--- src/rtl/pong_rally_ctrl.sv ---
// Pong rally sequencer: ball, direction, rally speed, scores; define PONG_EARLY_FOUL_EN to make in-flight hits a foul.
// All outputs registered with one-cycle latency; no backpressure, every input is a single-cycle pulse.
module pong_rally_ctrl #(
  parameter int unsigned WIN_SCORE   = 7,
  parameter int unsigned SERVE_TICKS = 4
) (
  input  logic       Clk,
  input  logic       Rst,
  input  logic       Start,
  input  logic       P1Hit,
  input  logic       P2Hit,
  input  logic       Tick,
  output logic [7:0] LightOut,
  output logic       TmrEn,
  output logic       TmrRst,
  output logic [1:0] Speed,
  output logic [3:0] Score1,
  output logic [3:0] Score2,
  output logic [1:0] Winner
);

  typedef enum logic [2:0] {
    S_IDLE, S_SERVE, S_MOVE_L, S_MOVE_R, S_POINT, S_GAMEOVER
  } state_t;

  localparam logic [7:0] P1_EDGE    = 8'h80;
  localparam logic [7:0] P2_EDGE    = 8'h01;
  localparam logic [7:0] P1_FLAG    = 8'hF0;
  localparam logic [7:0] P2_FLAG    = 8'h0F;
  localparam logic [3:0] WIN_Q      = 4'(WIN_SCORE);
  localparam logic [3:0] SERVE_LAST = 4'(SERVE_TICKS - 1);

  state_t      state_q, state_d;
  logic [7:0]  light_q, light_d;
  logic        tmr_en_q, tmr_en_d;
  logic        tmr_rst_q, tmr_rst_d;
  logic [3:0]  rally_q, rally_d;
  logic [3:0]  score1_q, score1_d;
  logic [3:0]  score2_q, score2_d;
  logic [1:0]  winner_q, winner_d;
  logic        server_q, server_d;   // 0 = P1 serves next, 1 = P2
  logic [3:0]  serve_cnt_q, serve_cnt_d;

  logic go_serve, go_point, point_p1;

  always_comb begin
    state_d     = state_q;
    light_d     = light_q;
    tmr_rst_d   = 1'b0;
    rally_d     = rally_q;
    score1_d    = score1_q;
    score2_d    = score2_q;
    winner_d    = winner_q;
    server_d    = server_q;
    serve_cnt_d = serve_cnt_q;
    go_serve    = 1'b0;
    go_point    = 1'b0;
    point_p1    = 1'b0;

    case (state_q)
      S_IDLE, S_GAMEOVER: begin
        if (Start) begin
          go_serve = 1'b1;
          score1_d = 4'd0;
          score2_d = 4'd0;
          winner_d = 2'b00;
          server_d = 1'b0;
        end
      end
      S_SERVE: begin
        if (Tick) begin
          if (serve_cnt_q == SERVE_LAST) begin
            state_d = server_q ? S_MOVE_L : S_MOVE_R;
            light_d = server_q ? (light_q << 1) : (light_q >> 1);
          end else begin
            serve_cnt_d = serve_cnt_q + 4'd1;
          end
        end
      end
      S_MOVE_R: begin
        if (P2Hit && light_q == P2_EDGE) begin
          state_d   = S_MOVE_L;
          rally_d   = (rally_q == 4'd15) ? rally_q : rally_q + 4'd1;
          tmr_rst_d = 1'b1;
        end else if (Tick && light_q == P2_EDGE) begin
          go_point = 1'b1;
          point_p1 = 1'b1;
`ifdef PONG_EARLY_FOUL_EN
        end else if (P2Hit) begin
          go_point = 1'b1;
          point_p1 = 1'b1;
`endif
        end else if (Tick) begin
          light_d = light_q >> 1;
        end
      end
      S_MOVE_L: begin
        if (P1Hit && light_q == P1_EDGE) begin
          state_d   = S_MOVE_R;
          rally_d   = (rally_q == 4'd15) ? rally_q : rally_q + 4'd1;
          tmr_rst_d = 1'b1;
        end else if (Tick && light_q == P1_EDGE) begin
          go_point = 1'b1;
          point_p1 = 1'b0;
`ifdef PONG_EARLY_FOUL_EN
        end else if (P1Hit) begin
          go_point = 1'b1;
          point_p1 = 1'b0;
`endif
        end else if (Tick) begin
          light_d = light_q << 1;
        end
      end
      S_POINT: begin
        if (Tick) begin
          if (score1_q == WIN_Q) begin
            state_d  = S_GAMEOVER;
            light_d  = P1_FLAG;
            winner_d = 2'b01;
          end else if (score2_q == WIN_Q) begin
            state_d  = S_GAMEOVER;
            light_d  = P2_FLAG;
            winner_d = 2'b10;
          end else begin
            go_serve = 1'b1;
          end
        end
      end
      default: state_d = S_IDLE;
    endcase

    // server_d already names the player who serves; on a point it becomes the loser
    if (go_serve) begin
      state_d     = S_SERVE;
      light_d     = server_d ? P2_EDGE : P1_EDGE;
      tmr_rst_d   = 1'b1;
      rally_d     = 4'd0;
      serve_cnt_d = 4'd0;
    end

    if (go_point) begin
      state_d = S_POINT;
      if (point_p1) begin
        score1_d = score1_q + 4'd1;
        light_d  = P1_FLAG;
        server_d = 1'b1;
      end else begin
        score2_d = score2_q + 4'd1;
        light_d  = P2_FLAG;
        server_d = 1'b0;
      end
    end

    tmr_en_d = (state_d != S_IDLE);
  end

  always_ff @(posedge Clk) begin
    if (Rst) begin
      state_q     <= S_IDLE;
      light_q     <= 8'h00;
      tmr_en_q    <= 1'b0;
      tmr_rst_q   <= 1'b0;
      rally_q     <= 4'd0;
      score1_q    <= 4'd0;
      score2_q    <= 4'd0;
      winner_q    <= 2'b00;
      server_q    <= 1'b0;
      serve_cnt_q <= 4'd0;
    end else begin
      state_q     <= state_d;
      light_q     <= light_d;
      tmr_en_q    <= tmr_en_d;
      tmr_rst_q   <= tmr_rst_d;
      rally_q     <= rally_d;
      score1_q    <= score1_d;
      score2_q    <= score2_d;
      winner_q    <= winner_d;
      server_q    <= server_d;
      serve_cnt_q <= serve_cnt_d;
    end
  end

  assign LightOut = light_q;
  assign TmrEn    = tmr_en_q;
  assign TmrRst   = tmr_rst_q;
  assign Speed    = rally_q[3:2];
  assign Score1   = score1_q;
  assign Score2   = score2_q;
  assign Winner   = winner_q;

endmodule

--- config.mk ---
export PLATFORM = sky130hd
export DESIGN_NAME = pong_rally_ctrl
export DESIGN_NICKNAME = d
export VERILOG_FILES = /design/src/rtl/pong_rally_ctrl.sv
export SDC_FILE = /design/constraint.sdc
export NUM_CORES = 1
export LEC_CHECK = 0
export CELL_PAD_IN_SITES_DETAIL_PLACEMENT = 1
export CELL_PAD_IN_SITES_GLOBAL_PLACEMENT = 2
export CORE_UTILIZATION = 34
export CTS_BUF_LIST = sky130_fd_sc_hd__clkbuf_8
export CTS_CLUSTER_DIAMETER = 120
export DETAILED_ROUTE_END_ITERATION = 10
export HOLD_SLACK_MARGIN = 0.02
export PLACE_DENSITY_LB_ADDON = 0.3
export SLEW_MARGIN = 5
export SYNTH_ARGS = -nofsm -noshare
export SYNTH_HDL_FRONTEND = slang
export SYNTH_SLANG_ARGS = --single-unit
export TNS_END_PERCENT = 100
--- constraint.sdc ---
create_clock -name Clk -period 2.5 [get_ports Clk]
set_clock_uncertainty 0.1 [all_clocks]
set_input_delay 0.5 -clock Clk [delete_from_list [all_inputs] [get_ports Clk]]
set_output_delay 0.5 -clock Clk [all_outputs]
set_load 0.01 [all_outputs]
Word-level counts from Yosys, hierarchy flattened
Cells that the tools add are included.
- $add $sub $neg: 4
- equality and inequality tests: 26
- mux-type cells: 64
- bitwise gates (word level): 1
- reduce and logical (&&, ||, !) cells: 15
- operators by type and width (kind ; number):
    two-way mux 8 bit ; 16
    two-way mux 4 bit ; 11
    != test 4 bit (second input constant) ; 9
    case mux 8 bit (4 select lines) ; 1
    two-way mux 3 bit ; 9
    two-way mux 1 bit ; 17
    adder 4 x 1 -> 4 bit (second input constant) ; 4
    case mux 3 bit (5 select lines) ; 1
    AND reduction 11 bit ; 1
    equality test 4 x 3 -> 1 bit (second input constant) ; 2
    equality test 8 x 1 -> 1 bit (second input constant) ; 1
    equality test 8 bit (second input constant) ; 1
    two-way mux 2 bit ; 4
    != test 2 bit (second input constant) ; 4
    case mux 4 bit (2 select lines) ; 1
    equality test 3 x 2 -> 1 bit (second input constant) ; 2
    equality test 3 bit (second input constant) ; 2
    case mux 1 bit (2 select lines) ; 3
    AND reduction 3 bit ; 2
    nonzero test 6 bit ; 1
    != test 5 bit (second input constant) ; 1
    equality test 4 x 2 -> 1 bit (second input constant) ; 1
    equality test 4 bit (second input constant) ; 1
    logical AND 1 bit ; 4
    9 further kinds ; 11
- bits in registers: 32
- input bits: 6
- output and inout bits: 22
- word-level logic and storage cells: 120

Logic depth before layout (Yosys ltp)
- word-level depth: 8
- mapped depth: 8
- gate-level depth less buffers: 6

Worst setup path after synthesis
Ideal clock, no wire load.
- path kind: register to register
- start: reg serve_cnt_q[0]
- end: reg light_q[4] (netlist: LightOut[4])
- library setup time: 138 ps
- data arrival time: 1744 ps
- data required time: 2262 ps
- setup slack: 517 ps
- stages on the path, launching flop included: 9
- buffers on the path: 2
- period minus slack after synthesis: 1983 ps
- cell sequence: dfxtp_1 ha_1 or3b_2 o211ai_1 and4_4 buf_6 nand2b_4 buf_6 a311oi_1
- word-level cells in the longest chain between the ends: 3
- ends and longest elaborated chain (item ; line ; source):
    start: declaration ; 42 ; logic [3:0] serve_cnt_q, serve_cnt_d;
    start signal: assignment ; 179 ; serve_cnt_q <= serve_cnt_d;
    equality test 4 x 2 -> 1 bit ; 72 ; if (serve_cnt_q == SERVE_LAST) begin
    != test 4 bit (no source line) ; -- ;
    AND reduction 11 bit (no source line) ; -- ;
    end signal: assignment ; 171 ; light_q <= light_d;
    end: declaration ; 34 ; logic [7:0] light_q, light_d;
No other way between the ends.
A chain may end at the register's enable or synchronous reset.

Worst setup path after layout
- start: in P1Hit
- end: reg light_q[2] (netlist: LightOut[2])
- word-level cells in the longest chain between the ends: 5
- elaborated cells between the ends (all ways): 16
- those cells by class: eq/ne: 10; mux: 3; reduce/logical: 3
- ends and longest elaborated chain (item ; line ; source):
    start: declaration ; 10 ; input logic P1Hit,
    logical AND 1 bit * ; 98 ; if (P1Hit && light_q == P1_EDGE) begin
    two-way mux 1 bit ; 98 ;
    case mux 1 bit (2 select lines) ; 60 ; case (state_q)
    != test 5 bit (no source line), or another cell as far along ; -- ;
    AND reduction 11 bit (no source line) ; -- ;
Every way passes the cells marked *; elsewhere a longest branch is shown, timed or not.

==> qor.yml <==
hold_path:
  hp-start: "Winner[1]"
  hold_path.class: "register to register"
  holdPathEnd: "Winner[1]"
  worstHoldPathCells: 2
global_routing:
  grt_pass1_wl_mm: 9.29
  gr-total-overflow: 0
  antenna_found_initial: 0
  grt_pass1_vias: 1871
  track_usage_pct: 19.7
  grt_max_degree: 14
timing:
  finalHoldViolations: 0
  finalMaxSlewViolations: 0
  max_slew_margin_pct: 64.1
  fmax_mhz: 448
  rsz0062_at_grt: "no"
  holdWs_ps: 397
  worst-slew-pin-transition_ps: 535
  setup_viol: 0
  fin_crit_ps: 2230
  fin_ws_ps: 267
  min_period_over_period_pct: 89.3
routing:
  drt_iter0_markers: 78
  wl_per_cell_um: 16.6
  dr.pass1.iters: 4
  drt-total-wl_mm: 5.61
  drcViolationCount: 0
  ant_nets: 0
  vias: 1859
  viasPerCell: 5.50
critical_path:
  r2r_start: "state_q[2]"
  path_cells: "clkdlybuf4s50_1, nor4b_1, buf_4, o2111ai_1, and3_2, o21ai_0, a311oi_1"
  cp_top_family: "compound AO/OA/AOI/OAI gates"
  critPathKind: "input pin to register"
  cp_max_fo: 7
  worst-r2r-setup-slack_ps: 320
  path_buf_inv: 2
  critPathLaunchType: "input pin"
  cpMaxStageDelayCell: "clkdlybuf4s50_1"
  cp.arrival_ps: 2310
  critPathMaxStageDelay_ps: 500
  r2r_cells: 5
  crit_path_end_kind: "register"
  worst_ep_required_time_ps: 2580
  worstReg2RegEnd: "LightOut[2]"
synth:
  async_reset_ff_share_pct: 0
  synth_xor_area_share_pct: 2.71
  ys_seq_area_share_pct: 33.0
  synth_area_leaders: "dfxtp_1, nor2_1, mux2i_1"
  synth_cell_types: 53
  muxShareOfSynthArea_pct: 4.12
  synth_top_cell_by_area: "dfxtp_1"
  synthSimpleGateAreaFrac_pct: 31.3
  synthCells: 227
  synthAdderAreaFrac_pct: 2.58
  synth_compound_area_share_pct: 20.4
  syn_nets: 237
  ys_ff_latch: 32
  synth_top_family_by_area: "simple AND/OR/NAND/NOR gates"
  yosysTopAreaCellShare_pct: 33.0
  yosysWarningCount: 0
  synth_enable_flop_cells: 0
  syn_area_per_cell_sq_um: 8.55
  ys.flop_type: "dfxtp_1"
  netlist_area_sq_um: 1940
power:
  p_int_w: 0.000834
  cellPowerDensity_nw_per_um2: 461
  netSwitchingFraction_pct: 26.6
  clkPwrFrac_pct: 35.2
  leakage_nw: 0.852
  pwr-share-comb_pct: 16.1
  peakVddDrop_mv: 0.220
  switching_power_w: 0.000302
  p_seq_share_pct: 48.7
clock_network:
  cts_hold_buf: 0
  cts.clk_slew.worst_paths_ps: 60
  htree_levels: 2
  numCtsBuffers: 5
  clk_path_buf_depth: 2
  cts_tree: "yes"
  post_cts_buffers: 0
  cts_resized: 0
  clkLatencyLatePin_ps: 280
  root_buffer: "clkbuf_8"
  cts_sinks: 32
outcome:
  status: "complete, no violations"
layout:
  final_common_cell: "dfxtp_1"
  final_area_sq_um: 2460
  syn_to_final_growth_pct: 26.8
  fill_cells: 656
  antennaDiodeCount: 0
  final_cell_mix: "dfxtp_1, clkdlybuf4s50_1, nor2_1, buf_4, a21oi_1"
  drive_gt1_share_pct: 14.3
  nNetsFinal: 275
placed_design:
  io_buffers: 27
  place_area_sq_um: 2370
  dp_hpwl_mm: 4.30
  gp_congestion: 0.785
  post-place-ws_ps: -28.1
flow_run:
  maxCapViolCount: 0
floorplan:
  rows: 27
  start_util_pct: 35.3
  die_area_sq_um: 6020
  die_h_um: 77.6
  core_sq_um: 5510
  die_w_um: 77.6
  io_pins: 28
Yosys cell counts (all sizes together) (2+ instances only):
cell type and number:
nor3b 5, nand2b 6, o32ai 3, a21oi 15, or3b 2, nor4b 2
nand2 5, and2 3, xor2 3, xnor2 3, clkbuf 8, o21ai 12
and4b 2, ha 4, nor2 25, a211oi 4, dfxtp 32, nand3b 7
a311oi 9, nand3 11, o211ai 4, inv 8, mux2i 8, nor4bb 2
nand4b 2, nand4 5, buf 7, and4 3, or3 2, nor3 10
per-layer routing:
layer	global-route usage, %	vias up	wire length [um]
li1	-	927	-
met1	26.6	898	2770
met2	31.7	28	2590
met3	3.53	6	183
met4	5.85	0	67
met5	0	-	0
registers in the layout, summed over array words and instances (netlist names):
signal,cells
Score1,4
LightOut,8
TmrEn,1
state_q,3
rally_q,4
TmrRst,1
serve_cnt_q,4
Score2,4
Winner,2
server_q,1
cell type report:
type / count / area (sq um) / area share [%]
timing repair buffer: 46 / 425 / 17.3
tap: 72 / 90.1 / 3.66
clock buffer: 6 / 82.6 / 3.35
sequential: 32 / 641 / 26.0
inverter: 8 / 30.0 / 1.22
multi-input combinational: 172 / 1190 / 48.2
clock inverter: 2 / 7.51 / 0.305
worst max path at each step:
stage	startpoint	end	slack [ps]	cells past startpoint
detailed placement	P1Hit	LightOut[2]	-30	7
floorplan	serve_cnt_q[0]	LightOut[4]	520	8
global placement	P2Hit	LightOut[7]	80	8
finish	P1Hit	LightOut[2]	270	7
CTS	P1Hit	LightOut[2]	260	7
global route	P2Hit	LightOut[6]	120	8
per-stage QoR:
stage | power (W) | setup TNS (ps) | std cells | util, %
2_1_floorplan | 0.000662 | 0 | 227 | -
3_3_place_gp | 0.000744 | 0 | 330 | 43.1
3_5_place_dp | 0.000747 | -28.1 | 330 | 43.1
4_1_cts | 0.00115 | 0 | 338 | 44.7
5_1_grt | 0.00119 | 0 | 338 | 44.7
6_report | 0.00114 | 0 | 338 | 44.7
kinds of logic (layout without fill, tap and decap cells):
family	Yosys count	in the layout
AOI/OAI and AO/OA	58	58
xor gates and xnor gates	6	6
adders and majority gates	4	4
buffers and inverters	23	62
DFF	32	32
muxes	8	8
and+or+nand+nor	96	96
power by group through the flow:
| stage | Combinational, W | Clock (W) | Sequential [W] |
|---|---|---|---|
| finish | 0.000183 | 0.000400 | 0.000553 |
| global route | 0.000199 | 0.000437 | 0.000556 |
| CTS | 0.000183 | 0.000415 | 0.000553 |
| detailed placement | 0.000182 | 0 | 0.000565 |
| global placement | 0.000180 | 0 | 0.000564 |
| floorplan | 0.000102 | 0 | 0.000561 |
worst reg2reg max path: stages, from the launching register on:
cell and delay [ps]:
dfxtp_1 580, or3b_2 590, o211ai_1 130, and4_4 320, nor3_1 60, a311oi_1 290
Note: power is estimated with default switching activity, not from simulation.
